===== src/rtl/gb_apu_frame_sequencer.sv =====
// APU frame sequencer: divides clk to the frame-step rate and walks the 8-phase
// schedule, emitting one-cycle length, sweep and envelope strobes.
module gb_apu_frame_sequencer #(
    parameter int unsigned DIV_RATIO = 8192
) (
    input  logic       clk,
    input  logic       reset,
    input  logic       apu_en,
    input  logic       div_reset,
    output logic       clk_length_ctr,
    output logic       clk_sweep,
    output logic       clk_envelope,
    output logic [2:0] step,
    output logic       length_phase
);

    localparam int unsigned PreW = (DIV_RATIO > 1) ? $clog2(DIV_RATIO) : 1;
    localparam logic [PreW-1:0] PreMax = PreW'(DIV_RATIO - 1);

    logic [PreW-1:0] pre_q, pre_d;
    logic [2:0]      step_q, step_d;
    logic            len_q, len_d;
    logic            sweep_q, sweep_d;
    logic            env_q, env_d;

    always_ff @(posedge clk or negedge reset) begin
        if (!reset) begin
            pre_q   <= '0;
            step_q  <= '0;
            len_q   <= 1'b0;
            sweep_q <= 1'b0;
            env_q   <= 1'b0;
        end else begin
            pre_q   <= pre_d;
            step_q  <= step_d;
            len_q   <= len_d;
            sweep_q <= sweep_d;
            env_q   <= env_d;
        end
    end

    // Priority: power-off, then DIV write, then prescaler wrap.
    always_comb begin
        pre_d   = pre_q + 1'b1;
        step_d  = step_q;
        len_d   = 1'b0;
        sweep_d = 1'b0;
        env_d   = 1'b0;
        if (!apu_en) begin
            pre_d  = '0;
            step_d = '0;
        end else if (div_reset) begin
            pre_d = '0;
        end else if (pre_q == PreMax) begin
            pre_d   = '0;
            step_d  = step_q + 3'd1;
            len_d   = ~step_q[0];
            sweep_d = (step_q[1:0] == 2'b10);
            env_d   = (step_q == 3'd7);
        end
    end

    assign clk_length_ctr = len_q;
    assign clk_sweep      = sweep_q;
    assign clk_envelope   = env_q;
    assign step           = step_q;
    assign length_phase   = ~step_q[0];

endmodule

===== config.mk =====
export PLATFORM = sky130hd
export DESIGN_NAME = gb_apu_frame_sequencer
export DESIGN_NICKNAME = d
export VERILOG_FILES = /design/src/rtl/gb_apu_frame_sequencer.sv
export SDC_FILE = /design/constraint.sdc
export NUM_CORES = 1
export LEC_CHECK = 0
export ABC_AREA = 1
export CAP_MARGIN = 20
export CORE_MARGIN = 2
export CORE_UTILIZATION = 54
export DETAILED_ROUTE_END_ITERATION = 10
export GPL_TIMING_DRIVEN = 0
export PLACE_DENSITY = 0.74
export SETUP_SLACK_MARGIN = 0.1
export SLEW_MARGIN = 20
export SYNTH_ARGS = -nofsm -noshare
export SYNTH_HDL_FRONTEND = slang
export SYNTH_SLANG_ARGS = --single-unit

===== constraint.sdc =====
create_clock -name clk -period 2.2 [get_ports clk]
set_clock_uncertainty 0.2 [all_clocks]
set_input_delay 0.44 -clock clk [delete_from_list [all_inputs] [get_ports clk]]
set_output_delay 0.44 -clock clk [all_outputs]
set_load 0.02 [all_outputs]

After elaboration in Yosys (flattened, before gate mapping)
Cells that the tools add are included.
Widths: inputs -> output; s select.
- bitwise logic cells: 1
- reduce and logical (&&, ||, !) cells: 1
- mux-type cells: 15
- eq/ne operators: 5
- add/subtract/negate cells: 2
- operators with widths (kind ; count):
    $mux 13 ; 3
    $add 13x1->13 const B ; 1
    $eq 13x13->1 const B ; 1
    $mux 1 ; 9
    $mux 3 ; 3
    $add 3x1->3 const B ; 1
    $eq 3x3->1 const B ; 1
    $eq 2x2->1 const B ; 1
    $ne 2x1->1 const B ; 1
    $ne 2x2->1 const B ; 1
    $reduce_and 2->1 ; 1
    $not 1->1 ; 1
- input bits: 4
- logic and storage cells: 29
- output and inout port bits: 7
- bits in registers: 19

Longest topological paths before layout
- word-level depth: 4
- gate-level depth with buffers: 9

Least setup slack after synthesis
No wires, ideal clock.
- kind: register -> register
- start point: reg pre_q[0]
- end point: reg pre_q[5]
- period minus slack after synthesis: 1663 ps
- arrival time: 1342 ps
- library setup time: 121 ps
- path slack: 537 ps
- data required time: 1879 ps
- cell stages (with the launch flop): 8
- cell sequence: dfrtp_1 > ha_1 > nand3_4 > nor2_4 > nand2_2 > o21ai_2 > buf_6 > nor2_1
- longest elaborated chain between the ends: 4
- elaborated cells on any way between the ends: 5
- RTL lines (item ; RTL line ; RTL):
    start, declared ; 20 ; logic [PreW-1:0] pre_q, pre_d;
    start signal, assigned ; 34 ; pre_q <= pre_d;
    $add 13x1->13 or $eq 13x13->1 (tied branches) ; 44, 54 ;
    $mux 13 (*) ; 54 ; end else if (pre_q == PreMax) begin
    $mux 13 (*) ; 52 ; end else if (div_reset) begin
    $mux 13 (*) ; 49 ; if (!apu_en) begin
    net pre_d[5] ; 20 ;
Mark *: on every way through the listed nets, which the timed path passes. The rest lies on a longest branch.
A chain may end at the register's enable or synchronous reset.

Worst setup path after layout
- start point: reg step_q[0], in the netlist step[0]
- end point: out step[0]
- RTL lines (item ; RTL line ; RTL):
    start, declared ; 21 ; logic [2:0] step_q, step_d;
    start signal, assigned ; 35 ; step_q <= step_d;
    end, declared ; 13 ; output logic [2:0] step,
No word-level cell between the ends.

==> results.cfg <==
[synthesis]
ys_ff_latch = 19
yosysUniqueCellTypes = 19
synth_area_mm2 = 0.00101
synth.yosys.seq_area_share_pct = 47.1
synth-warning-count = 0
syn_nets = 129
avgSynthCellArea_um2 = 8.33
syn_inst = 121

[power_and_ir_drop]
leakagePower_nw = 0.527
power.density_mw_per_mm2 = 478
vdd.ir_drop.worst_v = 0.000436
p_total_w = 0.000557

[timing]
drv_slew = 0
tightest_slew_ns = 0.835
period_needed_ns = 2.00
worst_slew_margin_rel_pct = 44.1
rsz0062_at_grt = false
fin_crit_sh_pct = 91.0
setup_viol = 0
setup_tns_ns = 0
fmax_ghz = 0.499
fin_worst_hold_slack_ns = 0.326
hold_viol = 0

[worst_setup_path]
crit_path_max_fanout = 5
slowest_stage = clkdlybuf4s50_1
required_ns = 1.56
cp.arrival_ns = 1.36
reg2regPathDepth = 7
critical_path_buf_inv_count = 1
rrSetupSlack_ns = 0.31
path_class = reg -> out
reg2reg_from = pre_q[0]
start_kind = flip-flop
r2r-end = pre_q[9]
cpPeakStageDelay_ns = 0.63
critPathTopFamily = buffers and inverters
cp-end-kind = output port
worstPathCellList = clkdlybuf4s50_1

[place]
gp_congestion = 0.858
placed_area_mm2 = 0.00114
portBuffers = 10
hpwl_um = 1360

[flow_run]
maxCapViolations = 0

[layout]
area_growth_pct = 15.6
layout_commonest_cell = nand2_1
final_util_pct = 66.8
antenna_cells = 0
design_area_mm2 = 0.00117
fill_cells = 150
drive_above_1_share_pct = 15.6
nets = 144
final_cell_mix = nand2_1, dfrtp_1, inv_1, nor2_1, clkdlybuf4s50_1

[detailed_routing]
drt_wl_total_um = 1800
wl_per_cell_um = 11.3
routed-via-count = 776
dr.pass1.iters = 4
drtAntennaViolNets = 0
drt_iter0_drc = 28
vias_per_cell = 4.85
drc = 0

[min_path]
holdPathStages = 2
hold_end = step[2]
min_from = step[2]
holdCritPathClass = reg -> reg

[clock_tree]
ctsHtreeMaxLevel = 1
clk_pin_slew_worst_paths_ns = 0.11
cts_tree = yes
cts_buffers = 3
cts_sinks = 19
root_buffer = clkbuf_4
clk_latency_ns = 0.30
post-cts-setup-buffers = 0
cts.path.max_buffers = 2

[global_route]
antenna_found_initial = 0
grt_pass1_vias = 691
grt_use_total_pct = 20.0
grt_max_degree = 20
grt_pass1_wl_um = 3040
grt.overflow.total = 0

[floorplan]
core_area_mm2 = 0.00175
dieArea_mm2 = 0.00223
rows = 15
ioPinCount = 11
initial_core_util_pct = 57.8
die_h_um = 47.2
die_w_um = 47.2

[outcome]
status = finished, final reports clean
[cells by family after synthesis]
group / Yosys count / synth area share, %
and+or+nand+nor: 72 / 34.2
DFF: 19 / 47.1
buffers and inverters: 18 / 7.44
xor gates and xnor gates: 5 / 4.34
adders and majority gates: 4 / 4.96
AOI/OAI and AO/OA: 3 / 1.86
[routing by layer]
metal,vias to the layer above,global-route usage [%],part of all wire (%)
met5,-,0,0
met4,0,10.0,2.2
met3,5,3.46,3.9
met2,13,28.8,47
met1,354,28.7,47
li1,404,-,-
[flip-flops by register name (all words and copies together), names as in the netlist]
signal and cells:
pre_q 13, step 3, clk_envelope 1, clk_length_ctr 1, clk_sweep 1
[per-stage QoR]
step                setup WS, ns  instances
floorplan                  0.537        121
global placement           0.368        156
detailed placement         0.298        156
CTS                        0.181        160
global route               0.136        160
finish                     0.197        160
[Yosys cell counts]
master	count	area, um^2
buf_6	1	11.3
dfrtp_1	19	475
ha_1	4	50.1
inv_1	16	60.1
inv_2	1	3.75
nand2_1	29	109
nand2_2	3	18.8
nand3_1	3	15.0
nand3_4	1	17.5
nand4_1	6	37.5
nor2_1	16	60.1
nor2_2	8	50.1
nor2_4	1	11.3
nor3_1	4	20.0
o21ai_0	2	10.0
o21ai_2	1	8.76
or2_2	1	6.26
xnor2_1	1	8.76
xor2_1	4	35.0
[report_power, final]
group / total [W] / switching [W] / internal [W] / leakage (nW)
Sequential: 0.000353 / 0.00000223 / 0.000351 / 0.264
Clock: 0.000175 / 0.000108 / 0.0000679 / 0.0177
Combinational: 0.0000291 / 0.0000191 / 0.00000998 / 0.245
Total: 0.000557 / 0.000129 / 0.000429 / 0.527
[worst max path at each step]
| stage | to | cells past startpoint | startpoint | slack (ns) |
|---|---|---|---|---|
| floorplan | pre_q[5] | 7 | pre_q[0] | 0.54 |
| global placement | pre_q[9] | 6 | apu_en | 0.37 |
| detailed placement | pre_q[9] | 6 | apu_en | 0.30 |
| CTS | step[0] | 1 | step[0] | 0.18 |
| global route | step[0] | 1 | step[0] | 0.14 |
| finish | step[0] | 1 | step[0] | 0.20 |
[area by class of cell]
type / instances / area [um^2] / share of cell area [%]
Clock inverter: 1 / 5.00 / 0.429
Sequential cell: 19 / 475 / 40.8
Tap cell: 25 / 31.3 / 2.68
Timing Repair Buffer: 10 / 98.8 / 8.48
Multi-Input combinational cell: 84 / 458 / 39.3
Inverter: 17 / 63.8 / 5.47
Clock buffer: 3 / 22.5 / 1.93
Buffer: 1 / 11.3 / 0.966
[what timing repair did]
item                                    in CTS  in global routing
resized for setup                            1                  0
hold buffers                                 0                  0
endpoints found under the setup margin       1                  0
No activity file was read; power rests on OpenSTA's default activity.
